### config.mk
export PLATFORM = sky130hd
export DESIGN_NAME = axi4_ram_bridge_flat
export DESIGN_NICKNAME = d
export VERILOG_FILES = /design/src/rtl/axi4_ram_bridge_if.sv /design/src/rtl/axi4_ram_bridge.sv /design/src/flat_wrapper.sv
export SDC_FILE = /design/constraint.sdc
export NUM_CORES = 1
export LEC_CHECK = 0
export ABC_AREA = 1
export BUFFER_PORTS_ARGS = -buffer_cell sky130_fd_sc_hd__buf_4
export CAP_MARGIN = 20
export CORE_AREA = 8 8 244 246
export DETAILED_ROUTE_END_ITERATION = 6
export DIE_AREA = 0 0 252 254
export GPL_TIMING_DRIVEN = 0
export REMOVE_ABC_BUFFERS = 1
export SETUP_SLACK_MARGIN = 0.3
export SYNTH_ARGS = -nofsm -noshare
export SYNTH_HDL_FRONTEND = slang
export SYNTH_SLANG_ARGS = --single-unit
export TNS_END_PERCENT = 30
### constraint.sdc
create_clock -name clk -period 5.8 [get_ports clk]
set_input_delay 0.87 -clock clk [delete_from_list [all_inputs] [get_ports clk]]
set_output_delay 0.87 -clock clk [all_outputs]
set_load 0.02 [all_outputs]
### src/rtl/axi4_ram_bridge_if.sv
// AXI4 slave-port bundle (AW/W/B/AR/R) between the SoC memory port and axi4_ram_bridge.
interface axi4_ram_bridge_if #(
    parameter int ID_WIDTH = 4
);
    logic                aw_valid;
    logic                aw_ready;
    logic [ID_WIDTH-1:0] aw_id;
    logic [63:0]         aw_addr;
    logic [7:0]          aw_len;
    logic [1:0]          aw_burst;

    logic                w_valid;
    logic                w_ready;
    logic [63:0]         w_data;
    logic [7:0]          w_strb;
    logic                w_last;

    logic                b_valid;
    logic                b_ready;
    logic [ID_WIDTH-1:0] b_id;
    logic [1:0]          b_resp;

    logic                ar_valid;
    logic                ar_ready;
    logic [ID_WIDTH-1:0] ar_id;
    logic [63:0]         ar_addr;
    logic [7:0]          ar_len;
    logic [1:0]          ar_burst;

    logic                r_valid;
    logic                r_ready;
    logic [ID_WIDTH-1:0] r_id;
    logic [63:0]         r_data;
    logic [1:0]          r_resp;
    logic                r_last;

    modport master (
        output aw_valid, aw_id, aw_addr, aw_len, aw_burst,
        output w_valid, w_data, w_strb, w_last,
        output b_ready,
        output ar_valid, ar_id, ar_addr, ar_len, ar_burst,
        output r_ready,
        input  aw_ready, w_ready, b_valid, b_id, b_resp,
        input  ar_ready, r_valid, r_id, r_data, r_resp, r_last
    );

    modport slave (
        input  aw_valid, aw_id, aw_addr, aw_len, aw_burst,
        input  w_valid, w_data, w_strb, w_last,
        input  b_ready,
        input  ar_valid, ar_id, ar_addr, ar_len, ar_burst,
        input  r_ready,
        output aw_ready, w_ready, b_valid, b_id, b_resp,
        output ar_ready, r_valid, r_id, r_data, r_resp, r_last
    );
endinterface

### src/rtl/axi4_ram_bridge.sv
// AXI4 burst slave to 64-bit word-indexed RAM model, one transaction at a time.
// Define AXI4_RAM_BRIDGE_RDATA_REG_EN to register RAM read data (read issued one cycle before r_valid).
module axi4_ram_bridge #(
    parameter int          ID_WIDTH  = 4,
    parameter logic [63:0] MEM_BASE  = 64'h8000_0000,
    parameter logic [63:0] MEM_BYTES = 64'h1000_0000
) (
    input  logic              clk,
    input  logic              rst_n,
    axi4_ram_bridge_if.slave  axi,
    output logic              ram_en,
    output logic [63:0]       ram_rIdx,
    input  logic [63:0]       ram_rdata,
    output logic [63:0]       ram_wIdx,
    output logic [63:0]       ram_wdata,
    output logic [63:0]       ram_wmask,
    output logic              ram_wen
);
    typedef enum logic [1:0] {IDLE, RD, WR, WRESP} state_t;

    state_t              state, state_nx;
    logic [63:0]         addr_q;
    logic [7:0]          len_q;
    logic [7:0]          cnt_q;
    logic [1:0]          burst_q;
    logic [ID_WIDTH-1:0] id_q;
    logic                err_q;
    logic                prio_rd_q;

    logic ar_hs, aw_hs, w_hs, r_hs, b_hs;
    logic in_range, last_beat;
    logic [63:0] idx;

    function automatic logic [63:0] next_addr(input logic [63:0] addr, input logic [7:0] len,
                                              input logic [1:0] burst);
        logic [60:0] word;
        logic [60:0] mask;
        word = addr[63:3];
        mask = {53'd0, len};
        if (burst == 2'd0)
            return addr;
        // WRAP only for power-of-two lengths; any other length degrades to INCR
        if (burst == 2'd2 && (len == 8'd1 || len == 8'd3 || len == 8'd7 || len == 8'd15))
            return {(word & ~mask) | ((word + 61'd1) & mask), addr[2:0]};
        return addr + 64'd8;
    endfunction

    function automatic logic [63:0] expand_strb(input logic [7:0] strb);
        logic [63:0] m;
        for (int i = 0; i < 8; i++)
            m[i*8 +: 8] = {8{strb[i]}};
        return m;
    endfunction

    assign ar_hs     = axi.ar_valid && axi.ar_ready;
    assign aw_hs     = axi.aw_valid && axi.aw_ready;
    assign w_hs      = axi.w_valid && axi.w_ready;
    assign r_hs      = axi.r_valid && axi.r_ready;
    assign b_hs      = axi.b_valid && axi.b_ready;
    assign idx       = (addr_q - MEM_BASE) >> 3;
    assign in_range  = (addr_q >= MEM_BASE) && (addr_q < MEM_BASE + MEM_BYTES);
    assign last_beat = (cnt_q == len_q);

`ifdef AXI4_RAM_BRIDGE_RDATA_REG_EN
    logic        rd_have_q;
    logic [63:0] rdata_q;
    logic [1:0]  rresp_q;

    always_ff @(posedge clk or negedge rst_n) begin
        if (!rst_n)
            rd_have_q <= 1'b0;
        else if (ar_hs || r_hs)
            rd_have_q <= 1'b0;
        else if (state == RD)
            rd_have_q <= 1'b1;
    end

    always_ff @(posedge clk) begin
        if (state == RD && !rd_have_q) begin
            rdata_q <= in_range ? ram_rdata : 64'd0;
            rresp_q <= in_range ? 2'd0 : 2'd2;
        end
    end
`endif

    always_ff @(posedge clk or negedge rst_n) begin
        if (!rst_n)
            state <= IDLE;
        else
            state <= state_nx;
    end

    always_ff @(posedge clk or negedge rst_n) begin
        if (!rst_n) begin
            err_q     <= 1'b0;
            prio_rd_q <= 1'b1;
        end else begin
            if (axi.ar_valid && axi.aw_valid && (ar_hs || aw_hs))
                prio_rd_q <= !prio_rd_q;
            if (aw_hs || b_hs)
                err_q <= 1'b0;
            else if (w_hs && (!in_range || (axi.w_last != last_beat)))
                err_q <= 1'b1;
        end
    end

    // Burst bookkeeping is only consumed after a handshake has loaded it
    always_ff @(posedge clk) begin
        if (ar_hs) begin
            id_q <= axi.ar_id; addr_q <= axi.ar_addr; len_q <= axi.ar_len;
            burst_q <= axi.ar_burst; cnt_q <= 8'd0;
        end else if (aw_hs) begin
            id_q <= axi.aw_id; addr_q <= axi.aw_addr; len_q <= axi.aw_len;
            burst_q <= axi.aw_burst; cnt_q <= 8'd0;
        end else if (r_hs || w_hs) begin
            cnt_q  <= cnt_q + 8'd1;
            addr_q <= next_addr(addr_q, len_q, burst_q);
        end
    end

    always_comb begin
        state_nx = state;
        case (state)
            IDLE:    if (ar_hs) state_nx = RD; else if (aw_hs) state_nx = WR;
            RD:      if (r_hs && last_beat) state_nx = IDLE;
            WR:      if (w_hs && last_beat) state_nx = WRESP;
            WRESP:   if (b_hs) state_nx = IDLE;
            default: state_nx = IDLE;
        endcase
    end

    always_comb begin
        axi.ar_ready = 1'b0; axi.aw_ready = 1'b0; axi.w_ready = 1'b0;
        axi.b_valid  = 1'b0; axi.b_id = '0; axi.b_resp = 2'd0;
        axi.r_valid  = 1'b0; axi.r_id = '0; axi.r_data = 64'd0; axi.r_resp = 2'd0; axi.r_last = 1'b0;
        ram_en = 1'b0; ram_wen = 1'b0; ram_rIdx = 64'd0;
        ram_wIdx = 64'd0; ram_wdata = 64'd0; ram_wmask = 64'd0;
        case (state)
            IDLE: begin
                // rst_n gate keeps readies low while reset is held
                axi.ar_ready = rst_n && (!axi.aw_valid || prio_rd_q);
                axi.aw_ready = rst_n && (!axi.ar_valid || !prio_rd_q);
            end
            RD: begin
                ram_rIdx   = idx;
                axi.r_id   = id_q;
`ifdef AXI4_RAM_BRIDGE_RDATA_REG_EN
                if (!rd_have_q) begin
                    ram_en = in_range;
                end else begin
                    axi.r_valid = 1'b1;
                    axi.r_data  = rdata_q;
                    axi.r_resp  = rresp_q;
                    axi.r_last  = last_beat;
                end
`else
                axi.r_valid = 1'b1;
                axi.r_last  = last_beat;
                if (in_range) begin
                    ram_en     = 1'b1;
                    axi.r_data = ram_rdata;
                end else begin
                    axi.r_resp = 2'd2;
                end
`endif
            end
            WR: begin
                axi.w_ready = 1'b1;
                if (axi.w_valid && in_range) begin
                    ram_en    = 1'b1;
                    ram_wen   = 1'b1;
                    ram_wIdx  = idx;
                    ram_wdata = axi.w_data;
                    ram_wmask = expand_strb(axi.w_strb);
                end
            end
            WRESP: begin
                axi.b_valid = 1'b1;
                axi.b_id    = id_q;
                axi.b_resp  = err_q ? 2'd2 : 2'd0;
            end
            default: ;
        endcase
    end
endmodule

### src/flat_wrapper.sv
// flat-port wrapper written by rule: the top's interface ports become plain ports
module axi4_ram_bridge_flat 
#(
    parameter int          ID_WIDTH  = 4,
    parameter logic [63:0] MEM_BASE  = 64'h8000_0000,
    parameter logic [63:0] MEM_BYTES = 64'h1000_0000
)
  (clk, rst_n, ram_en, ram_rIdx, ram_rdata, ram_wIdx, ram_wdata, ram_wmask, ram_wen, axi_aw_valid, axi_aw_id, axi_aw_addr, axi_aw_len, axi_aw_burst, axi_w_valid, axi_w_data, axi_w_strb, axi_w_last, axi_b_ready, axi_ar_valid, axi_ar_id, axi_ar_addr, axi_ar_len, axi_ar_burst, axi_r_ready, axi_aw_ready, axi_w_ready, axi_b_valid, axi_b_id, axi_b_resp, axi_ar_ready, axi_r_valid, axi_r_id, axi_r_data, axi_r_resp, axi_r_last);
  axi4_ram_bridge_if #(.ID_WIDTH(ID_WIDTH)) axi_i ();
  input  logic clk;
  input  logic rst_n;
  output logic ram_en;
  output logic [63:0] ram_rIdx;
  input  logic [63:0] ram_rdata;
  output logic [63:0] ram_wIdx;
  output logic [63:0] ram_wdata;
  output logic [63:0] ram_wmask;
  output logic ram_wen;
  input wire logic [$bits(axi_i.aw_valid)-1:0] axi_aw_valid;
  input wire logic [$bits(axi_i.aw_id)-1:0] axi_aw_id;
  input wire logic [$bits(axi_i.aw_addr)-1:0] axi_aw_addr;
  input wire logic [$bits(axi_i.aw_len)-1:0] axi_aw_len;
  input wire logic [$bits(axi_i.aw_burst)-1:0] axi_aw_burst;
  input wire logic [$bits(axi_i.w_valid)-1:0] axi_w_valid;
  input wire logic [$bits(axi_i.w_data)-1:0] axi_w_data;
  input wire logic [$bits(axi_i.w_strb)-1:0] axi_w_strb;
  input wire logic [$bits(axi_i.w_last)-1:0] axi_w_last;
  input wire logic [$bits(axi_i.b_ready)-1:0] axi_b_ready;
  input wire logic [$bits(axi_i.ar_valid)-1:0] axi_ar_valid;
  input wire logic [$bits(axi_i.ar_id)-1:0] axi_ar_id;
  input wire logic [$bits(axi_i.ar_addr)-1:0] axi_ar_addr;
  input wire logic [$bits(axi_i.ar_len)-1:0] axi_ar_len;
  input wire logic [$bits(axi_i.ar_burst)-1:0] axi_ar_burst;
  input wire logic [$bits(axi_i.r_ready)-1:0] axi_r_ready;
  output wire logic [$bits(axi_i.aw_ready)-1:0] axi_aw_ready;
  output wire logic [$bits(axi_i.w_ready)-1:0] axi_w_ready;
  output wire logic [$bits(axi_i.b_valid)-1:0] axi_b_valid;
  output wire logic [$bits(axi_i.b_id)-1:0] axi_b_id;
  output wire logic [$bits(axi_i.b_resp)-1:0] axi_b_resp;
  output wire logic [$bits(axi_i.ar_ready)-1:0] axi_ar_ready;
  output wire logic [$bits(axi_i.r_valid)-1:0] axi_r_valid;
  output wire logic [$bits(axi_i.r_id)-1:0] axi_r_id;
  output wire logic [$bits(axi_i.r_data)-1:0] axi_r_data;
  output wire logic [$bits(axi_i.r_resp)-1:0] axi_r_resp;
  output wire logic [$bits(axi_i.r_last)-1:0] axi_r_last;
  assign axi_i.aw_valid = axi_aw_valid;
  assign axi_i.aw_id = axi_aw_id;
  assign axi_i.aw_addr = axi_aw_addr;
  assign axi_i.aw_len = axi_aw_len;
  assign axi_i.aw_burst = axi_aw_burst;
  assign axi_i.w_valid = axi_w_valid;
  assign axi_i.w_data = axi_w_data;
  assign axi_i.w_strb = axi_w_strb;
  assign axi_i.w_last = axi_w_last;
  assign axi_i.b_ready = axi_b_ready;
  assign axi_i.ar_valid = axi_ar_valid;
  assign axi_i.ar_id = axi_ar_id;
  assign axi_i.ar_addr = axi_ar_addr;
  assign axi_i.ar_len = axi_ar_len;
  assign axi_i.ar_burst = axi_ar_burst;
  assign axi_i.r_ready = axi_r_ready;
  assign axi_aw_ready = axi_i.aw_ready;
  assign axi_w_ready = axi_i.w_ready;
  assign axi_b_valid = axi_i.b_valid;
  assign axi_b_id = axi_i.b_id;
  assign axi_b_resp = axi_i.b_resp;
  assign axi_ar_ready = axi_i.ar_ready;
  assign axi_r_valid = axi_i.r_valid;
  assign axi_r_id = axi_i.r_id;
  assign axi_r_data = axi_i.r_data;
  assign axi_r_resp = axi_i.r_resp;
  assign axi_r_last = axi_i.r_last;
  axi4_ram_bridge #(.ID_WIDTH(ID_WIDTH), .MEM_BASE(MEM_BASE), .MEM_BYTES(MEM_BYTES)) u_core (.clk(clk), .rst_n(rst_n), .axi(axi_i), .ram_en(ram_en), .ram_rIdx(ram_rIdx), .ram_rdata(ram_rdata), .ram_wIdx(ram_wIdx), .ram_wdata(ram_wdata), .ram_wmask(ram_wmask), .ram_wen(ram_wen));
endmodule
# Yosys cells after proc, flatten, opt, wreduce, memory -nomap -nowiden
# Cells that the tools add are included.
word_totals:
  ff_bits: 90
  inputBits: 300
  output_inout_bits: 340
op_classes:
  n_reduce_logical: 36
  n_eq_ne: 15
  order_cmp: 2
  addsub: 4
  n_bitwise: 4
  muxes: 55
op_table:
  columns: ["cell", "n"]
  rows:
  - ["$mux 64", 14]
  - ["$mux 61", 2]
  - ["$add 64x4->64 const B", 1]
  - ["$ge 64x32->1 const B", 1]
  - ["$lt 64x32->1 const B", 1]
  - ["$sub 64x32->64 const B", 1]
  - ["$add 61x1->61 const B", 1]
  - ["$and 61x61->61", 1]
  - ["$and 61x8->61", 1]
  - ["$not 8->61", 1]
  - ["$or 61x61->61", 1]
  - ["$mux 2", 11]
  - ["$mux 1", 20]
  - ["$mux 4", 4]
  - ["$mux 8", 2]
  - ["$logic_and 1x1->1", 15]
  - ["$logic_or 1x1->1", 9]
  - ["$add 8x1->8 const B", 1]
  - ["$eq 8x1->1 const B", 1]
  - ["$eq 8x2->1 const B", 1]
  - ["$eq 8x3->1 const B", 1]
  - ["$eq 8x4->1 const B", 1]
  - ["$eq 8x8->1", 1]
  - ["$pmux 2 s4", 1]
  - ["other kinds (14)", 23]

# Depth between registers and ports, before layout
# Gate-level depths: netlist of the first run.
depth:
  ltp_word: 16
  ltp_mapped: 12
  ltp_nobuf: 11

# Least setup slack after synthesis of the first run
# No wires, ideal clock.
synth_timing:
  kind: "reg2reg"
  start: "register u_core.state[1]"
  end: "register u_core.addr_q[11] (enable)"
  required_ps: 5263
  arrival_ps: 5215
  n_path_buf: 1
  setup_ps: 537
  slack_ps: 48
  period_less_slack_ps: 5752
  stages_incl_launch_ff: 8
  cell_sequence: "dfrtp_1 > inv_1 > ha_1 > buf_2 > nand2_1 > nand2_1 > o21ai_0 > o21ai_0"
synth_between:
  elab_chain_len: 5
  elab_cells_between_ends: 13
  classes_between: "eq/ne: 2; mux: 4; reduce/logical: 7"
synth_rtl:
  columns: ["element", "line_no", "rtl"]
  rows:
  - ["start: declaration", "axi4_ram_bridge.sv:21", "state_t state, state_nx;"]
  - ["start signal: assignment", "axi4_ram_bridge.sv:90", "state <= state_nx;"]
  - ["$eq 2x1->1", "axi4_ram_bridge.sv:138", "case (state)"]
  - ["$mux 1", "axi4_ram_bridge.sv:138", null]
  - ["via axi_r_valid", "flat_wrapper.sv:41", "output wire logic [$bits(axi_i.r_valid)-1:0] axi_r_valid;"]
  - ["$logic_and 1x1->1", "axi4_ram_bridge.sv:58", "assign r_hs = axi.r_valid && axi.r_ready;"]
  - ["$logic_or 1x1->1", "axi4_ram_bridge.sv:115", "end else if (r_hs || w_hs) begin"]
  - ["$reduce_bool 3->1 (no line)", null, null]
  - ["end signal: assignment", "axi4_ram_bridge.sv:110", "id_q <= axi.ar_id; addr_q <= axi.ar_addr; len_q <= axi.ar_len;"]
  - ["end signal: assignment", "axi4_ram_bridge.sv:113", "id_q <= axi.aw_id; addr_q <= axi.aw_addr; len_q <= axi.aw_len;"]
  - ["end signal: assignment", "axi4_ram_bridge.sv:117", "addr_q <= next_addr(addr_q, len_q, burst_q);"]
  - ["end: declaration", "axi4_ram_bridge.sv:22", "logic [63:0] addr_q;"]
# The timed path passes the listed nets, and every way through them passes these cells.
# A chain may end at the register's enable or synchronous reset.

# Final worst setup path of the first run
layout_timing:
  start: "register u_core.addr_q[53]"
  end: "output port ram_wmask[61]"
layout_between:
  elab_chain_len: 5
  elab_cells_between_ends: 6
  classes_between: "order compare: 2; mux: 2; reduce/logical: 2"
layout_rtl:
  columns: ["element", "line_no", "rtl"]
  rows:
  - ["$ge 64x32->1 or $lt 64x32->1 (tied branches)", "axi4_ram_bridge.sv:61", "assign in_range = (addr_q >= MEM_BASE) && (addr_q < MEM_BASE + MEM_BYTES);"]
  - ["$logic_and 1x1->1 (*)", "axi4_ram_bridge.sv:61", null]
  - ["$logic_and 1x1->1 (*)", "axi4_ram_bridge.sv:169", "if (axi.w_valid && in_range) begin"]
  - ["$mux 64 (*)", "axi4_ram_bridge.sv:169", null]
  - ["$mux 64 (*)", "axi4_ram_bridge.sv:138", null]
  - ["end: declaration", "flat_wrapper.sv:17", "output logic [63:0] ram_wmask;"]
# Every way passes the cells marked *; elsewhere a longest branch is shown, timed or not.

==> results of run 1 <==
## sequential cells by signal, summed over array words and instances (netlist names), named ones only
register and count:
u_core.prio_rd_q 1, u_core.state 2, u_core.id_q 4, u_core.cnt_q 8, u_core.addr_q 54, u_core.burst_q 2
u_core.err_q 1, u_core.len_q 8
## cell usage in the layout, fill, tap and decap left out, types with 20 or more instances in the layout
master    count
inv_1       285
edfxtp_1     75
xor2_1       24
o21ai_0      31
a21oi_1     125
nor2_4       51
nand4_1      20
nand2_1     364
nor2_1      427
conb_1       27
nand3_1      73
buf_4       607
nor2_2       22
## worst max-delay path by stage
stage	start	end	slack [ns]	cells past startpoint
floorplan	rst_n	u_core.addr_q[11]	-0.70	6
global placement	rst_n	u_core.addr_q[42]	-5.62	7
detailed placement	rst_n	flip-flop	1.54	8
CTS	u_core.addr_q[45]	ram_wmask[61]	1.29	8
global route	u_core.addr_q[62]	ram_wmask[61]	1.17	8
finish	u_core.addr_q[53]	ram_wmask[61]	1.44	8
## power groups by stage
stage | Clock, mW | Combinational [mW] | Sequential, mW
after CTS | 0.715 | 2.52 | 1.66
final | 0.689 | 2.48 | 1.67
after floorplan | 0 | 1.45 | 1.37
after global placement | 0 | 2.44 | 1.73
after detailed placement | 0 | 2.51 | 1.67
after global routing | 0.731 | 2.76 | 1.70
## metrics by stage
step	setup WS, ns	cell area [sq um]	utilization [%]	TNS (ns)
detailed placement	1.54	15200	27.3	0
floorplan	-0.702	9500	-	-37.20
finish	1.44	15500	27.9	0
global route	1.17	15500	27.9	0
CTS	1.29	15500	27.9	0
global placement	-5.62	15000	26.9	-457.53
## cells in the mapped netlist, drive strengths merged
cell type | count | area share (%)
a21boi | 1 | 0.072
a21oi | 125 | 6.0
a31oi | 14 | 0.84
and3 | 1 | 0.060
buf | 130 | 9.4
clkbuf | 24 | 0.86
clkinv | 2 | 0.072
conb | 1 | 0.036
dfrtp | 3 | 0.72
dfstp | 1 | 0.25
dfxtp | 8 | 1.5
edfxtp | 75 | 21
ha | 8 | 0.96
inv | 289 | 10
nand2 | 378 | 14
nand3 | 74 | 3.6
nand3b | 4 | 0.32
nand4 | 21 | 1.3
nor2 | 500 | 22
nor3 | 14 | 0.67
nor4 | 2 | 0.12
o211ai | 10 | 0.72
o21a | 1 | 0.072
o21ai | 40 | 1.9
xnor2 | 9 | 0.75
xor2 | 24 | 2.0
## per-layer routing
layer	global-route usage (%)	share of wire, %	vias to the layer above
met3	7.04	9.1	57
met1	26.5	45	5893
met5	0	0.11	-
met4	2.88	1.1	12
li1	-	-	6298
met2	32.9	45	540
## worst register-to-register path, cell delays in order, from the launching register on
cell	delay, ns
dfrtp_1	0.42
inv_1	0.10
ha_1	0.20
nand2_1	0.10
a21oi_1	0.27
nand2_4	0.32
buf_16	0.32
nand2_1	0.73
inv_1	0.47
o21ai_4	0.41
buf_12	0.27
## logic make-up after synthesis
kind of cell | count (synthesis) | share of synthesized area (%)
AND/OR/NAND/NOR | 994 | 42.0
buffers and inverters | 445 | 20.7
AO/OA/AOI/OAI | 191 | 9.58
flip-flops | 87 | 24.0
XOR/XNOR | 33 | 2.76
adder cells (fa/ha/maj) | 8 | 0.955
other | 1 | 0.0358
## layout make-up
cell class / instances / area [sq um] / share of cell area, %
clock buffer: 10 / 229 / 1.47
sequential: 87 / 2510 / 16.2
antenna: 8 / 20.0 / 0.129
timing repair buffer: 613 / 4710 / 30.3
tap: 756 / 946 / 6.08
multi-input combinational: 1253 / 5940 / 38.2
clock inverter: 6 / 92.6 / 0.596
inverter: 291 / 1100 / 7.07
==> run_results.csv, run 1 <==
group,metric,value,unit
pwr,p_comb_share,51.2,%
critical_path,cp_slowest_stage_delay,0.80,ns
pwr,switching_power,2.54,mW
grt,grt_pass1_vias,12500,
cts,cts_hold_buffers,0,
detailed_routing,wl_per_cell,22.6,um
synth,synth_cells,1759,
critical_path,crit_buf_inv,1,
floorplan,fp.dieH,254,um
timing,setup_viol_count_final,0,
critical_path,crit_slowest_cell,"nor2_1",
grt,grt_max_degree,66,
floorplan,row_count,87,
timing,slew_viol_final,0,
layout,layout.nets,2563,
floorplan,core_area,55700,sq um
critical_path,reg2regPathDepth,10,
grt,grt_pass1_wl,93.3,mm
detailed_routing,firstDrtPassIters,5,
timing,clock-skew-final,0.0153,ns
critical_path,endpoint_kind,"output pin",
placed_design,io_buffers,606,
cts,cts.sinks,87,
layout,fill_cells,6396,
layout,syn_to_final_growth,48.4,%
floorplan,io_pins,640,
timing,period_minus_slack,4.36,ns
critical_path,crit_type,"flip-flop to output pin",
cts,clk_pin_slew,0.08,ns
cts,insertion_delay,0.39,ns
hold_path,hp-class,"input port to async pin",
cts,clock_path_buffers,2,
critical_path,cp_max_fo,55,
cts,cts_root_buf,"clkbuf_16",
detailed_routing,drt-total-wl,68.2,mm
timing,worst_hold_slack,0.262,ns
synth,synth_seq_area_share,24.0,%
cts,cts_resized,0,
pwr,pwr-share-seq,34.5,%
placed_design,routabilityCongestion,0.921,
layout,drive_above_1_share,32.2,%
flow_run,max_cap_viol_count,0,
synth,avgSynthCellArea,5.96,sq um
critical_path,cp_top_family,"simple AND/OR/NAND/NOR gates",
outcome,status,"finished, final reports clean",
placed_design,dp_cells,3000,
critical_path,timing.rr.start,"u_core.state[1]",
critical_path,startpoint_type,"flip-flop",
timing,final.period_utilization,75.2,%
synth,synth-seq-cells,87,
cts,cts_buffers,9,
critical_path,crit_path_frequent_cell,"nor2_4",
detailed_routing,vias_per_cell,4.23,
detailed_routing,drtIter0Drc,817,
grt,antenna_found_initial,23,
timing,clock.fmax,229,MHz
synth,synth_area,10500,sq um
pwr,swShare,52.4,%
pwr,p_per_area,312,nW/um^2
critical_path,r2r_setup_slack,1.83,ns
synth,ys_types,40,
cts,htree_num_levels,3,
detailed_routing,via_count,12800,
critical_path,crit_chain,"nor2_4 > nand2_1 > nor2_2 > nand3_1 > nor2_4 > nand2_8 > nor2_1 > buf_4",
critical_path,reg2reg_to,"u_core.addr_q[30]",
floorplan,die_x,252,um
synth,synth_warnings,0,
pwr,pwr-share-clk,14.2,%
timing,rsz0062_at_grt,"no",
cts,postCtsSetupRepairBufs,0,
timing,relSlewSlack,35.5,%
pwr,p_leak,8.04,nW
floorplan,dieArea,64000,sq um
grt,overflow,0,
grt,grt_usage,20.3,%
timing,worst_pin_slew,0.957,ns
timing,hold_violations,0,
detailed_routing,drc,0,
placed_design,dp_hpwl,57.4,mm
pwr,p_int,2.31,mW
critical_path,crit_required,4.93,ns
pwr,ir_drop,0.139,mV
layout,stdcell_count,3024,
detailed_routing,ant_nets,0,
critical_path,critPathArrivalTime,3.49,ns
pwr,power,4.85,mW
cts,tritoncts,"done",
floorplan,start_util,18.8,%
No activity file was read; power rests on OpenSTA's default activity.
==> run 2, diff against run 1 <==
--- a/config.mk
+++ b/config.mk
@@ -8,9 +8,9 @@
 export ABC_AREA = 1
 export BUFFER_PORTS_ARGS = -buffer_cell sky130_fd_sc_hd__buf_4
 export CAP_MARGIN = 20
-export CORE_AREA = 8 8 244 246
+export CORE_AREA = 8 8 240 242
 export DETAILED_ROUTE_END_ITERATION = 6
-export DIE_AREA = 0 0 252 254
+export DIE_AREA = 0 0 248 250
 export GPL_TIMING_DRIVEN = 0
 export REMOVE_ABC_BUFFERS = 1
 export SETUP_SLACK_MARGIN = 0.3
==> constraint.sdc (replaced) <==
create_clock -name clk -period 4.25 [get_ports clk]
set_input_delay 0.6375 -clock clk [delete_from_list [all_inputs] [get_ports clk]]
set_output_delay 0.6375 -clock clk [all_outputs]
set_load 0.02 [all_outputs]
==> run_results.csv, run 2 (synthesis results as in run 1) <==
group,metric,value,unit
cts,postCtsSetupRepairBufs,0,
timing,finalSetupTns,0,ns
grt,grt_pass1_wl,90.0,mm
detailed_routing,wl_per_cell,22.2,um
critical_path,cp_slowest_stage_delay,0.57,ns
timing,slew_viol_final,0,
cts,cts_hold_buffers,0,
timing,period_minus_slack,3.86,ns
detailed_routing,drtIter0Drc,901,
floorplan,core_area,53500,sq um
placed_design,pre_cts_slack,0.317,ns
placed_design,dp_cells,2942,
grt,grt_pass1_vias,12500,
pwr,p_per_area,424,nW/um^2
cts,cts_root_buf,"clkbuf_16",
critical_path,r2r_setup_slack,0.76,ns
timing,worst_hold_slack,0.0226,ns
placed_design,place_area,15100,sq um
timing,rsz0062_at_grt,"yes",
placed_design,io_buffers,606,
floorplan,row_count,85,
outcome,status,"finished, final reports clean",
layout,final_cell_area,15500,sq um
timing,setup_viol_count_final,0,
timing,clock-skew-final,0.0184,ns
placed_design,routabilityCongestion,0.924,
layout,layout_top_registers,"u_core.addr_q (54), u_core.cnt_q (8), u_core.len_q (8)",
layout,syn_to_final_growth,47.9,%
detailed_routing,drt-total-wl,65.9,mm
critical_path,critPathArrivalTime,3.23,ns
detailed_routing,drc,0,
grt,grt_usage,20.2,%
detailed_routing,firstDrtPassIters,5,
layout,layout.nets,2567,
layout,seqCellArea,2510,sq um
critical_path,cp_max_fo,42,
layout,max_flop_register,"u_core.addr_q",
cts,insertion_delay,0.40,ns
floorplan,io_pins,640,
detailed_routing,ant_nets,0,
floorplan,start_util,19.6,%
cts,clk_pin_slew,0.08,ns
timing,hold_violations,0,
layout,largest_reg_flops,54,
placed_design,dp_hpwl,55.8,mm
layout,stdcell_count,2965,
layout,drive_above_1_share,32.3,%
detailed_routing,vias_per_cell,4.34,
timing,worst_pin_slew,1.15,ns
cts,tritoncts,"done",
timing,clock.fmax,259,MHz
pwr,power,6.57,mW
critical_path,cp_top_family,"simple AND/OR/NAND/NOR gates",
floorplan,dieArea,62000,sq um
cts,cts.sinks,87,
cts,cts_buffers,9,
grt,grt_max_degree,70,
critical_path,crit_buf_inv,2,
critical_path,crit_required,3.61,ns
floorplan,die_x,248,um
pwr,ir_drop,0.196,mV
detailed_routing,via_count,12900,
pwr,p_leak,8.05,nW
flow_run,max_cap_viol_count,0,
grt,overflow,0,
floorplan,fp.dieH,250,um
hold_path,hp-class,"input port to async pin",
cts,htree_num_levels,3,
critical_path,crit_slowest_cell,"edfxtp_1",
layout,multi_input_area,5950,sq um
timing,final.period_utilization,90.9,%
timing,relSlewSlack,22.4,%
timing,timing.final.ws_setup,0.386,ns
critical_path,crit_type,"flip-flop to output pin",
critical_path,startpoint_type,"flip-flop",
critical_path,endpoint_kind,"output pin",
layout,final_util,29.0,%
layout,final_common_cell,"buf_4",
layout,fill_cells,6102,
critical_path,crit_chain,"nor2_1 > nand2_1 > nor2_2 > nand2_2 > nor2_4 > nand2_2 > buf_12 > nor2_1 > buf_4",
layout,mostFrequentLayoutCells,"buf_4, nor2_1, nand2_1, inv_1, a21oi_1",
grt,antenna_found_initial,19,
cts,clock_path_buffers,2,
==> run 2: final timing paths <==
kind | start | to | cells after the start
setup / recovery | u_core.addr_q[33] | axi_r_data[37] | 9
hold / removal | rst_n | u_core.state[1] | 1
setup reg to reg | u_core.state[0] | flip-flop | 9
hold reg to reg | u_core.cnt_q[7] | u_core.cnt_q[7] | 1
max in group asynchronous | rst_n | u_core.prio_rd_q | 1
min in group clk | u_core.cnt_q[7] | u_core.cnt_q[7] | 1
==> run 2: final cells by class <==
type | instances | area share, %
inverter | 291 | 7.07
antenna | 5 | 0.0808
timing repair buffer | 616 | 30.7
clock buffer | 9 | 1.45
multi-input combinational | 1254 | 38.4
clock inverter | 7 | 0.428
sequential | 87 | 16.2
tap | 696 | 5.62
==> run 2: report_power, final <==
group	internal [mW]	switching (mW)
registers	1.46	0.818
clock network	0.417	0.453
logic	1.17	2.26
total	3.05	3.53
==> run 2: metal layers <==
layer | up-vias | global-route usage [%] | share of wire, %
li1 | 6301 | - | -
met1 | 5939 | 26.6 | 45
met4 | 14 | 3.08 | 1.1
met2 | 548 | 32.7 | 45
met3 | 59 | 6.01 | 8.7
met5 | - | 0 | 0.15
==> run 2: worst register-to-register path, cell delays in order (launching register included) <==
cell and delay (ns):
dfrtp_1 0.43, inv_1 0.09, ha_1 0.23, nand2_1 0.12, nor2_1 0.06, nand2_1 0.40, inv_4 0.41, nor2_4 0.76
o21ai_0 0.54, a31oi_1 0.30
==> run 2: timing repair <==
item                                   in CTS  in global routing
endpoints found under the hold margin       0                  0
resized for setup                           0                  1
setup endpoints to repair                   0                122
